===== src/rtl/riscv_pkg.sv =====
`default_nettype none
// ============================================================================
// riscv_pkg : shared widths and the fetch buffer entry type for the front end
// Rev 1.0
// ============================================================================
package riscv_pkg;

  localparam int PC_W        = 9;
  localparam int INSTR_W     = 32;
  localparam int INSTR_BYTES = 4;

  typedef struct packed {
    logic [INSTR_W-1:0] instr;
    logic [PC_W-1:0]    pc;
  } fetch_entry_t;

  // Clears the byte-offset bits so every PC points at a whole instruction.
  function automatic logic [PC_W-1:0] align_pc(input logic [PC_W-1:0] pc);
    return pc & ~(PC_W'(INSTR_BYTES - 1));
  endfunction

endpackage
`default_nettype wire


===== src/rtl/fetch_fifo.sv =====
`default_nettype none
// ============================================================================
// fetch_fifo : synchronous FIFO with flush; flush overrides push and pop
// Rev 1.0
// ============================================================================
module fetch_fifo
  import riscv_pkg::*;
#(
  parameter int  DEPTH = 4,
  parameter type T     = fetch_entry_t
) (
  input  logic                     clk,
  input  logic                     reset,
  input  logic                     push_i,
  input  T                         data_i,
  input  logic                     pop_i,
  input  logic                     flush_i,
  output T                         data_o,
  output logic                     empty_o,
  output logic                     full_o,
  output logic [$clog2(DEPTH):0]   count_o
);

  localparam int PW = $clog2(DEPTH);

  T              mem_q [DEPTH];
  logic [PW-1:0] wr_ptr_q;
  logic [PW-1:0] rd_ptr_q;
  logic [PW:0]   count_q;
  logic          w_push;
  logic          w_pop;

  assign w_push = push_i && !flush_i;
  assign w_pop  = pop_i && !flush_i;

  always_ff @(posedge clk or posedge reset) begin
    if (reset) begin
      wr_ptr_q <= '0;
      rd_ptr_q <= '0;
      count_q  <= '0;
      for (int i = 0; i < DEPTH; i++) begin
        mem_q[i] <= '0;
      end
    end else if (flush_i) begin
      wr_ptr_q <= '0;
      rd_ptr_q <= '0;
      count_q  <= '0;
    end else begin
      if (w_push) begin
        mem_q[wr_ptr_q] <= data_i;
        wr_ptr_q        <= wr_ptr_q + 1'b1;
      end
      if (w_pop) begin
        rd_ptr_q <= rd_ptr_q + 1'b1;
      end
      case ({w_push, w_pop})
        2'b10:   count_q <= count_q + 1'b1;
        2'b01:   count_q <= count_q - 1'b1;
        default: count_q <= count_q;
      endcase
    end
  end

  assign empty_o = (count_q == '0);
  assign full_o  = (count_q == DEPTH[PW:0]);
  assign count_o = count_q;
  assign data_o  = empty_o ? T'('0) : mem_q[rd_ptr_q];

  a_no_overflow: assert property (@(posedge clk) disable iff (reset)
    !(w_push && full_o && !w_pop));
  a_no_underflow: assert property (@(posedge clk) disable iff (reset)
    !(w_pop && empty_o));

endmodule
`default_nettype wire


===== src/rtl/fetch_unit.sv =====
`default_nettype none
// ============================================================================
// fetch_unit : sequential PC generator with credit-limited 1-cycle imem
//              fetch, buffered decoder handshake and redirect flush
// Rev 1.0
// ============================================================================
module fetch_unit
  import riscv_pkg::*;
#(
  parameter int              DEPTH    = 4,
  parameter logic [PC_W-1:0] RESET_PC = 9'h000
) (
  input  logic               clk,
  input  logic               reset,
  output logic               o_imem_req,
  output logic [PC_W-1:0]    o_imem_addr,
  input  logic [INSTR_W-1:0] i_imem_rdata,
  input  logic               i_redirect_valid,
  input  logic [PC_W-1:0]    i_redirect_pc,
  output logic               o_valid,
  output logic [INSTR_W-1:0] o_instruction,
  output logic [PC_W-1:0]    o_pc,
  input  logic               i_ready
);

  localparam int CW = $clog2(DEPTH) + 1;

  logic [PC_W-1:0] pc_q, pc_d;
  logic [PC_W-1:0] req_pc_q, req_pc_d;
  logic            inflight_q, inflight_d;

  logic [CW-1:0]   w_count;
  logic [CW-1:0]   w_credit_used;
  logic            w_empty, w_full;
  logic            w_req, w_push, w_pop;
  fetch_entry_t    w_push_entry, w_head;

  // Buffered plus in-flight words may never exceed the FIFO, so a push always has room.
  assign w_credit_used = w_count + CW'(inflight_q);
  assign w_req  = !reset && !i_redirect_valid && (w_credit_used < DEPTH[CW-1:0]);
  assign w_push = inflight_q && !i_redirect_valid;
  assign w_pop  = o_valid && i_ready;

  assign w_push_entry.instr = i_imem_rdata;
  assign w_push_entry.pc    = req_pc_q;

  always_comb begin
    pc_d       = pc_q;
    req_pc_d   = req_pc_q;
    inflight_d = inflight_q;
    if (i_redirect_valid) begin
      pc_d       = align_pc(i_redirect_pc);
      inflight_d = 1'b0;
    end else begin
      inflight_d = w_req;
      if (w_req) begin
        req_pc_d = pc_q;
        pc_d     = pc_q + PC_W'(INSTR_BYTES);
      end
    end
  end

  always_ff @(posedge clk or posedge reset) begin
    if (reset) begin
      pc_q       <= RESET_PC;
      req_pc_q   <= '0;
      inflight_q <= 1'b0;
    end else begin
      pc_q       <= pc_d;
      req_pc_q   <= req_pc_d;
      inflight_q <= inflight_d;
    end
  end

  fetch_fifo #(
    .DEPTH (DEPTH),
    .T     (fetch_entry_t)
  ) u_fifo (
    .clk     (clk),
    .reset   (reset),
    .push_i  (w_push),
    .data_i  (w_push_entry),
    .pop_i   (w_pop),
    .flush_i (i_redirect_valid),
    .data_o  (w_head),
    .empty_o (w_empty),
    .full_o  (w_full),
    .count_o (w_count)
  );

  assign o_imem_req    = w_req;
  assign o_imem_addr   = pc_q;
  assign o_valid       = !w_empty && !i_redirect_valid;
  assign o_instruction = w_head.instr;
  assign o_pc          = w_head.pc;

  a_credit_bound: assert property (@(posedge clk) disable iff (reset)
    w_credit_used <= DEPTH[CW-1:0]);
  a_push_has_room: assert property (@(posedge clk) disable iff (reset)
    !(w_push && w_full && !w_pop));
  a_pc_aligned: assert property (@(posedge clk) disable iff (reset)
    o_valid |-> (o_pc[1:0] == 2'b00));

endmodule
`default_nettype wire

===== config.mk =====
export PLATFORM = sky130hd
export DESIGN_NAME = fetch_unit
export DESIGN_NICKNAME = d
export VERILOG_FILES = /design/src/rtl/riscv_pkg.sv /design/src/rtl/fetch_fifo.sv /design/src/rtl/fetch_unit.sv
export SDC_FILE = /design/constraint.sdc
export NUM_CORES = 1
export LEC_CHECK = 0
export BUFFER_PORTS_ARGS = -buffer_cell sky130_fd_sc_hd__buf_4
export CAP_MARGIN = 20
export CORE_MARGIN = 5
export CORE_UTILIZATION = 55
export CTS_BUF_LIST = sky130_fd_sc_hd__clkbuf_2
export DETAILED_ROUTE_END_ITERATION = 8
export PLACE_DENSITY_LB_ADDON = 0.1
export RECOVER_POWER = 25
export SETUP_SLACK_MARGIN = 0.2
export SYNTH_ARGS = -nofsm -noshare
export SYNTH_HDL_FRONTEND = slang
export SYNTH_SLANG_ARGS = --single-unit

===== constraint.sdc =====
create_clock -name clk -period 6.6 [get_ports clk]
set_input_delay 0.99 -clock clk [delete_from_list [all_inputs] [get_ports clk]]
set_output_delay 0.99 -clock clk [all_outputs]
set_load 0.01 [all_outputs]

# --- After elaboration in Yosys (flattened, before gate mapping) ---
# Index checks and enable logic that the tools add are counted.
op_classes:
  n_shift: 0
  reduce_logical: 18
  muxes: 16
  mul: 0
  addsub: 6
  order_cmp: 4
  n_eq_ne: 2
  n_bitwise: 3
  n_div: 0
ops:
  columns: ["operator", "count"]
  rows:
  - ["$bwmux W164", 1]
  - ["$mux W41", 4]
  - ["$bmux W41 S2", 1]
  - ["$demux W41 S2", 1]
  - ["$mux W9", 2]
  - ["$add A9 B3 Y9 const B", 1]
  - ["$logic_and A1 B1 Y1", 8]
  - ["$mux W2", 4]
  - ["$ge A3 B3 Y1 const B", 2]
  - ["$not A2 Y3", 2]
  - ["$pmux W3 S2", 1]
  - ["$reduce_bool A2 Y1", 3]
  - ["$add A2 B1 Y2 const B", 2]
  - ["$reduce_and A2 Y1", 2]
  - ["$add A3 B1 Y3", 1]
  - ["$add A3 B1 Y3 const B", 1]
  - ["$logic_not A1 Y1", 3]
  - ["$logic_not A3 Y1", 1]
  - ["$lt A3 B1 Y1 const B", 1]
  - ["$lt A3 B3 Y1 const B", 1]
  - ["$mux W3", 1]
  - ["$reduce_bool A3 Y1", 1]
  - ["$sub A3 B1 Y3 const B", 1]
  - ["$eq A2 B1 Y1 const B", 1]
  - ["3 further kinds", 3]
word_totals:
  latch_bits: 0
  ff_bits: 190
  n_memories: 0
  input_bits: 45
  output_inout_bits: 52
  wordCells: 63
  romBits: 0
  mem_bits_rw: 0

# --- Depth between registers and ports, before layout ---
# Gate-level depths: netlist of the first run.
depth:
  depth_word: 8
  depth_mapped: 8

# --- Modules after synthesis ---
# Synthesis of the first run repeated with hierarchy kept, for this count alone.
hier_totals:
  cells_unflattened: 556
  area_unflattened_um2: 8612.0
modules_own_cells:
  columns: ["module", "seq_area_each_um2", "cells_per_inst", "n_inst", "area_per_inst_um2"]
  rows:
  - ["fetch_fifo", 4279.1, 484, 1, 7840.0]
  - ["fetch_unit", 375.4, 72, 1, 772.0]

# --- Least setup slack after synthesis of the first run ---
# Ideal clock, no wire load.
synth_timing:
  path_type: "input to register"
  startpoint: "input port i_redirect_valid"
  endpoint: "register u_fifo.count_q[2] (netlist: u_fifo.count_o[2])"
  arrival_time_ns: 2.531
  path_slack_ns: 3.936
  stages: 8
  path_buffers: 2
  path_cell_list: "buf_2 > buf_1 > nor3_1 > fa_1 > or2_2 > mux2i_1 > xnor2_1 > nor2_1"
synth_between:
  elab_chain_cells: 7
  elab_cells_between_ends: 11
  classes_between: "eq/ne: 2; mux: 2; reduce/logical: 7"
synth_lines:
  columns: ["element", "line", "rtl"]
  rows:
  - ["from (decl)", "fetch_unit.sv:18", "input logic i_redirect_valid,"]
  - ["$logic_not A1 Y1", null, null]
  - ["$logic_and A1 B1 Y1", "fetch_unit.sv:93", "assign o_valid = !w_empty && !i_redirect_valid;"]
  - ["$logic_and A1 B1 Y1", "fetch_unit.sv:42", "assign w_pop = o_valid && i_ready;"]
  - ["$logic_and A1 B1 Y1", "fetch_fifo.sv:34", "assign w_pop = pop_i && !flush_i;"]
  - ["$eq A2 B1 Y1 / $eq A2 B2 Y1 (equally long branches)", "fetch_fifo.sv:56", "case ({w_push, w_pop})"]
  - ["$pmux W3 S2", "fetch_fifo.sv:56", null]
  - ["$mux W3", "fetch_fifo.sv:44", "end else if (flush_i) begin"]
  - ["to (signal assigned)", "fetch_fifo.sv:57", "2'b10: count_q <= count_q + 1'b1;"]
  - ["to (signal assigned)", "fetch_fifo.sv:58", "2'b01: count_q <= count_q - 1'b1;"]
  - ["to (signal assigned)", "fetch_fifo.sv:59", "default: count_q <= count_q;"]
  - ["to (decl)", "fetch_fifo.sv:29", "logic [PW:0] count_q;"]
# Parallel ways exist; a longest one is shown, timed or not.
# A chain may end at the register's enable or synchronous reset.

# --- Worst setup path after layout of the first run ---
layout_timing:
  startpoint: "register u_fifo.rd_ptr_q[0]"
  endpoint: "output port o_instruction[30]"
layout_between:
  elab_chain_cells: 5
layout_lines:
  columns: ["element", "line", "rtl"]
  rows:
  - ["from (decl)", "fetch_fifo.sv:28", "logic [PW-1:0] rd_ptr_q;"]
  - ["from (signal assigned)", "fetch_fifo.sv:54", "rd_ptr_q <= rd_ptr_q + 1'b1;"]
  - ["$not A2 Y3 (not written as such)", "fetch_fifo.sv:67", "assign data_o = empty_o ? T'('0) : mem_q[rd_ptr_q];"]
  - ["$bmux W41 S2", "fetch_fifo.sv:67", null]
  - ["$mux W41 (not written as such) (2 in series)", "fetch_fifo.sv:67", null]
  - ["$mux W41", "fetch_fifo.sv:67", null]
  - ["to (decl)", "fetch_unit.sv:21", "output logic [INSTR_W-1:0] o_instruction,"]
# No other way between the ends. The select of a mux whose other input is x is not followed.

==> results of run 1 <==
[synth_stat cells, types with 6 or more instances]
master      n
inv_1       6
dfrtp_1   178
buf_4       8
clkbuf_1    6
buf_2      14
mux4_2     39
nand2_1    10
and2_1     41
mux2_1     48
mux2_2    118
nor2_1     10
[per-layer routing]
layer / global-route usage [%] / vias up / share of wire [%] / wire length, um
met5: 0 / - / 0 / 0
met4: 5.89 / 0 / 1.2 / 186
met3: 5.23 / 14 / 3.8 / 597
met2: 30.2 / 80 / 51 / 7920
met1: 26.7 / 2404 / 44 / 6850
li1: - / 2089 / - / -
[per-stage QoR]
| step | instance area, um^2 | hold WS [ps] | worst slack [ps] |
|---|---|---|---|
| floorplan | 8210 | 459 | 780 |
| global placement | 8950 | 468 | 3450 |
| detailed placement | 8950 | 479 | 3450 |
| CTS | 9220 | 362 | 2570 |
| global route | 9240 | 332 | 2440 |
| finish | 9240 | 469 | 2770 |
[registers in the layout (all words and copies together), names as in the netlist]
signal / flops
u_fifo.wr_ptr_q: 2
o_imem_addr: 7
inflight_q: 1
u_fifo.count_o: 3
u_fifo.mem_q: 156
req_pc_q: 7
u_fifo.rd_ptr_q: 2
[power by group]
group | total, mW | internal (mW) | switching (mW)
Combinational | 1.29 | 0.791 | 0.497
Sequential | 1.65 | 1.42 | 0.230
Clock | 0.603 | 0.249 | 0.354
Total | 3.54 | 2.46 | 1.08
[layout make-up]
type / count / area, um^2 / share of cell area, %
Antenna cell: 1 / 2.50 / 0.0271
Clock buffer: 20 / 100 / 1.08
Clock inverter: 12 / 164 / 1.77
Inverter: 6 / 23.8 / 0.257
Multi-Input combinational cell: 316 / 3510 / 38.0
Sequential cell: 178 / 4460 / 48.2
Tap cell: 184 / 230 / 2.49
Timing Repair Buffer: 98 / 752 / 8.14
[path summary, 6_finish.rpt]
kind                                      to  slack [ps]  cells after the start
max                        o_instruction[30]        2770                      4
min                           o_imem_addr[5]         470                      3
max reg2reg                u_fifo.count_o[2]        4290                      7
min reg2reg                 u_fifo.mem_q[97]         520                      1
max in group asynchronous  u_fifo.mem_q[139]        4040                      4
min in group asynchronous   u_fifo.mem_q[29]         760                      2
[kinds of logic after synthesis]
group / share of synthesized area [%]
AOI/OAI and AO/OA: 1.15
xor gates and xnor gates: 0.855
adders and majority gates: 1.01
buffers and inverters: 3.05
DFF: 54.4
muxes: 33.9
other: 0.0458
and+or+nand+nor: 5.65
[worst min-delay path, stage by stage]
cell and delay (ps):
buf_4 80, nand2_1 40, nand3_1 60
==> results.cfg, run 1 <==
[run_status]
status = complete, but fails checks
violations = max-capacitance violations, max-slew violations

[timing]
worstMarginPinSlew_ps = 1780
period_minus_slack_ps = 3830
fin_worst_skew_ps = 35.4
clock.fmax_ghz = 0.261
maxSlewHeadroom_pct = -19.7
hold_viol_final = 0
report.final.slew_viol_count = 39
rsz0062_at_grt = no
finalCritPeriodShare_pct = 58.1
setup_viol = 0
tns_ps = 0

[cts]
cts_setup_buffers = 0
post_cts_resize_count = 0
cts-root-buf = clkbuf_2
clock_latency_ps = 700
clkSinkCount = 178
cts_tree = yes
holdBufCountCts = 0
cts_buffer_depth = 2
cts_inserted_buffers = 17
htreeDepth = 4
clk_pin_slew_worst_paths_ps = 240

[die]
core_um2 = 14600
io_pins = 97
row_count = 44
die_w_um = 132
die_y_um = 132
die-area_um2 = 17400
start_util_pct = 56.2

[drt]
vias_per_cell = 5.63
drt_first_pass_iters = 4
antenna_left = 0
avgRoutedWirePerCell_um = 19.1
first_iter_violations = 183
drc = 0
totalWireLength_um = 15600
via_count = 4587

[setup_path]
worst-path-buf-inv = 2
cp.arrival_ps = 2840
path_class = register to output port
startpoint = u_fifo.rd_ptr_q[0]
cp_slowest_cell = buf_4
critPathLaunchType = register
critPathRequiredTime_ps = 5610
timing.critical_path.mode_cell = buf_4
critPathTopFamily = buffers and inverters
crit_path_max_incr_delay_ps = 620
critical_path.endpoint_type = output port
cp_cell_sequence = buf_4, mux4_2, and2_1, buf_4
critPathMaxFanout = 33
r2r_start = u_fifo.count_o[0]

[grt]
grt_max_degree = 122
track_usage_pct = 19.3
grt_pass1_vias = 5127
antenna_found_initial = 1
grt_pass1_wl_um = 26900
grt_remaining_overflow = 0

[logic_synthesis]
ys_ff_latch = 178
yosysWarnings = 0
synthArstFlopShare_pct = 100
synth_edf_count = 0
synthCells = 535
yosysSeqAreaShare_pct = 54.4
yosysTopAreaCellShare_pct = 54.4
netlist_area_um2 = 8200
yosys.area.top_type = dfrtp_1
synth_ff_type = dfrtp_1
synthTopCellsByArea = dfrtp_1 (54%), mux2_2 (16%), mux4_2 (11%)
synth.distinct_cells = 40
syn_avg_cell_area_um2 = 15.3

[min_path]
hp-class = primary input to register
holdCritStartpoint = i_redirect_pc[5]

[cells_and_area]
syn2layout_area_growth_pct = 12.8
final_common_cell = dfrtp_1
nNetsFinal = 668
layout_common_cells = dfrtp_1 (176), mux2_2 (118), buf_4 (96)
n_fill_cell = 1135
final_util_pct = 63.3
drive_above_1_share_pct = 47.0
final_cells = 815

[power_and_ir_drop]
totalPowerFinal_mw = 3.54
p_per_area_nw_per_um2 = 383
max-vdd-ir-drop_uv = 182
p_leak_nw = 4.40

[run]
cap_violations = 1

[placed_design]
dpl.hpwl_um = 9860
gp_congestion = 0.716
port_buffers = 90
dp.cells = 781
No activity file was read; power rests on OpenSTA's default activity.
==> run 2, diff against run 1 <==
- ABC_AREA: unset -> 1
- clock period: 6.6 -> 3.3 ns (I/O delays scaled with it)
==> run 2 against run 1 <==
Against the previous run: non-clock buffer count rose by 37; core utilization is 1.2 points higher; routed wire length rose by 17%; critical path type unchanged; the run still ends with max-capacitance violations, max-slew violations left; highest routed layer unchanged; largest power group unchanged; sequential power is 88% higher; clock-buffer cell count fell by 1.
==> results.cfg, run 2 <==
[run_status]
status = complete, but fails checks
violations = max-capacitance violations, max-slew violations

[setup_path]
crit_path_max_incr_delay_ps = 510
critPathLaunchType = register
cp_slowest_cell = dfrtp_1
path_class = register to output port
critPathRequiredTime_ps = 2800
rrSetupSlack_ps = 950
critPathMaxFanout = 34
startpoint = u_fifo.count_o[0]
critical_path.endpoint_type = output port
cp_cell_sequence = nor2_1, nand2_1, inv_1, buf_12, a21oi_1, buf_4
cp.arrival_ps = 2280
r2r_end = u_fifo.mem_q[120]
r2r_start = inflight_q
reg2reg_depth = 4

[timing]
worstMarginPinSlew_ps = 1490
report.final.slew_viol_count = 1
period_minus_slack_ps = 2780
rsz0062_at_grt = no
clock.fmax_ghz = 0.360
layout_setup_ws_ps = 520
hold_viol_final = 0
tns_ps = 0
fin_hold_ws_ps = 81.2
fin_worst_skew_ps = 18.9
setup_viol = 0
maxSlewHeadroom_pct = -0.00490
finalCritPeriodShare_pct = 84.2

[cts]
htreeDepth = 4
cts_buffer_depth = 2
cts_inserted_buffers = 17
clock_latency_ps = 710
clk_pin_slew_worst_paths_ps = 220
cts-root-buf = clkbuf_2
clkSinkCount = 178
cts_tree = yes

[logic_synthesis]
syn_avg_cell_area_um2 = 8.25
synthCells = 994
synth_ff_type = dfrtp_1
netlist_area_um2 = 8210
synth_edf_count = 0
yosysSeqAreaShare_pct = 54.3
synth.distinct_cells = 28
synthTopCellsByArea = dfrtp_1 (54%), nand2_1 (9.3%), o21ai_0 (9.3%)
synthTopCellsByCount = nand2_1 (203), dfrtp_1 (178), nor2_1 (163)
synthArstFlopShare_pct = 100
yosysTopAreaCellShare_pct = 54.3
synthMostInstantiatedCell = nand2_1
ys_ff_latch = 178
yosysWarnings = 0
yosys.area.top_type = dfrtp_1

[drt]
dr_wl_met2_um = 8570
antenna_left = 0
via_count = 6681
totalWireLength_um = 18200
drc = 0
avgRoutedWirePerCell_um = 14.2
routed-wl-met3_um = 823
highest_layer = met4
met1Wirelength_um = 8710
first_iter_violations = 526
vias_per_cell = 5.22
drt_first_pass_iters = 5

[min_path]
holdCritStartpoint = i_imem_rdata[14]
hold_depth = 3
min_to = u_fifo.mem_q[23]
hp-class = primary input to register

[power_and_ir_drop]
totalPowerFinal_mw = 7.16
p_leak_nw = 4.58
p_per_area_nw_per_um2 = 760
max-vdd-ir-drop_uv = 526

[cells_and_area]
drive_above_1_share_pct = 12.8
nNetsFinal = 1133
regMostFlops = u_fifo.mem_q
layout_common_cells = nand2_1 (203), dfrtp_1 (176), nor2_1 (164)
final_common_cell = nand2_1
n_fill_cell = 1331
final_area_um2 = 9410
largest_reg_flops = 156
syn2layout_area_growth_pct = 14.7

[die]
die-area_um2 = 17500
io_pins = 97
start_util_pct = 56.2
row_count = 44
core_um2 = 14600
die_w_um = 132
die_y_um = 132

[grt]
grt_remaining_overflow = 0
track_usage_pct = 21.1
grt_max_degree = 82
grt_pass1_wl_um = 30800
grt_pass1_vias = 6303
antenna_found_initial = 1

[run]
cap_violations = 1

[placed_design]
port_buffers = 90
placed_cell_area_um2 = 8830
gp_congestion = 0.753
pre_cts_slack_ps = 955
dpl.hpwl_um = 10300
## run 2: per-layer routing
layer	GRT usage (%)	up-vias
li1	-	3386
met1	29.8	3147
met5	0	-
met4	4.57	0
met3	5.27	9
met2	33.5	139
## run 2: kinds of logic (layout without fill, tap and decap cells)
family / count (synthesis) / after routing / synth area share [%]
buffers and inverters: 127 / 225 / 7.79
DFF: 178 / 178 / 54.3
other: 1 / 5 / 0.0457
and+or+nand+nor: 389 / 389 / 18.8
AOI/OAI and AO/OA: 289 / 289 / 17.7
xor gates and xnor gates: 4 / 4 / 0.427
adders and majority gates: 6 / 6 / 1.01
## run 2: worst max-delay path by stage
stage / end / slack, ps / depth (start not counted)
after floorplan: inflight_q / 520 / 1
after global placement: o_instruction[30] / 950 / 6
after detailed placement: o_instruction[30] / 950 / 6
after CTS: o_instruction[30] / 250 / 6
after global routing: o_pc[7] / 250 / 6
final: o_instruction[30] / 520 / 6
## run 2: critical path, delay by kind of cell (launching register included)
kind,cells,cell delay [ps]
buf+inv,3,710
flops,1,510
simple gates,2,240
compound gates,1,110
## run 2: power breakdown
group	switching, mW	internal, mW	leakage (nW)
clock	0.701	0.490	0.156
sequential	0.339	2.76	2.35
combinational	1.66	1.21	2.07
## run 2: metrics by stage
stage,utilization (%),instances
finish,64.5,1280
global placement,60.5,1212
CTS,63.8,1265
floorplan,-,997
global route,64.5,1280
detailed placement,60.5,1212
## run 2: cell type report
| class | instances | area [um^2] | share of cell area (%) |
|---|---|---|---|
| diodes | 1 | 2.50 | 0.0266 |
| clock buffers | 19 | 95.1 | 1.01 |
| clock inverters | 13 | 166 | 1.77 |
| inverters | 58 | 225 | 2.39 |
| multi-input cells | 692 | 3100 | 32.9 |
| flip-flops and latches | 178 | 4460 | 47.3 |
| well taps | 184 | 230 | 2.45 |
| repair buffers | 135 | 1140 | 12.1 |
## run 2: timing repair
item                       4_1_cts  5_1_grt
hold endpoints to repair        62       15
gates resized for setup          3        4
hold buffers                    21       12
pin swaps                        0        0
setup buffers                    0        2
setup endpoints to repair       12       15
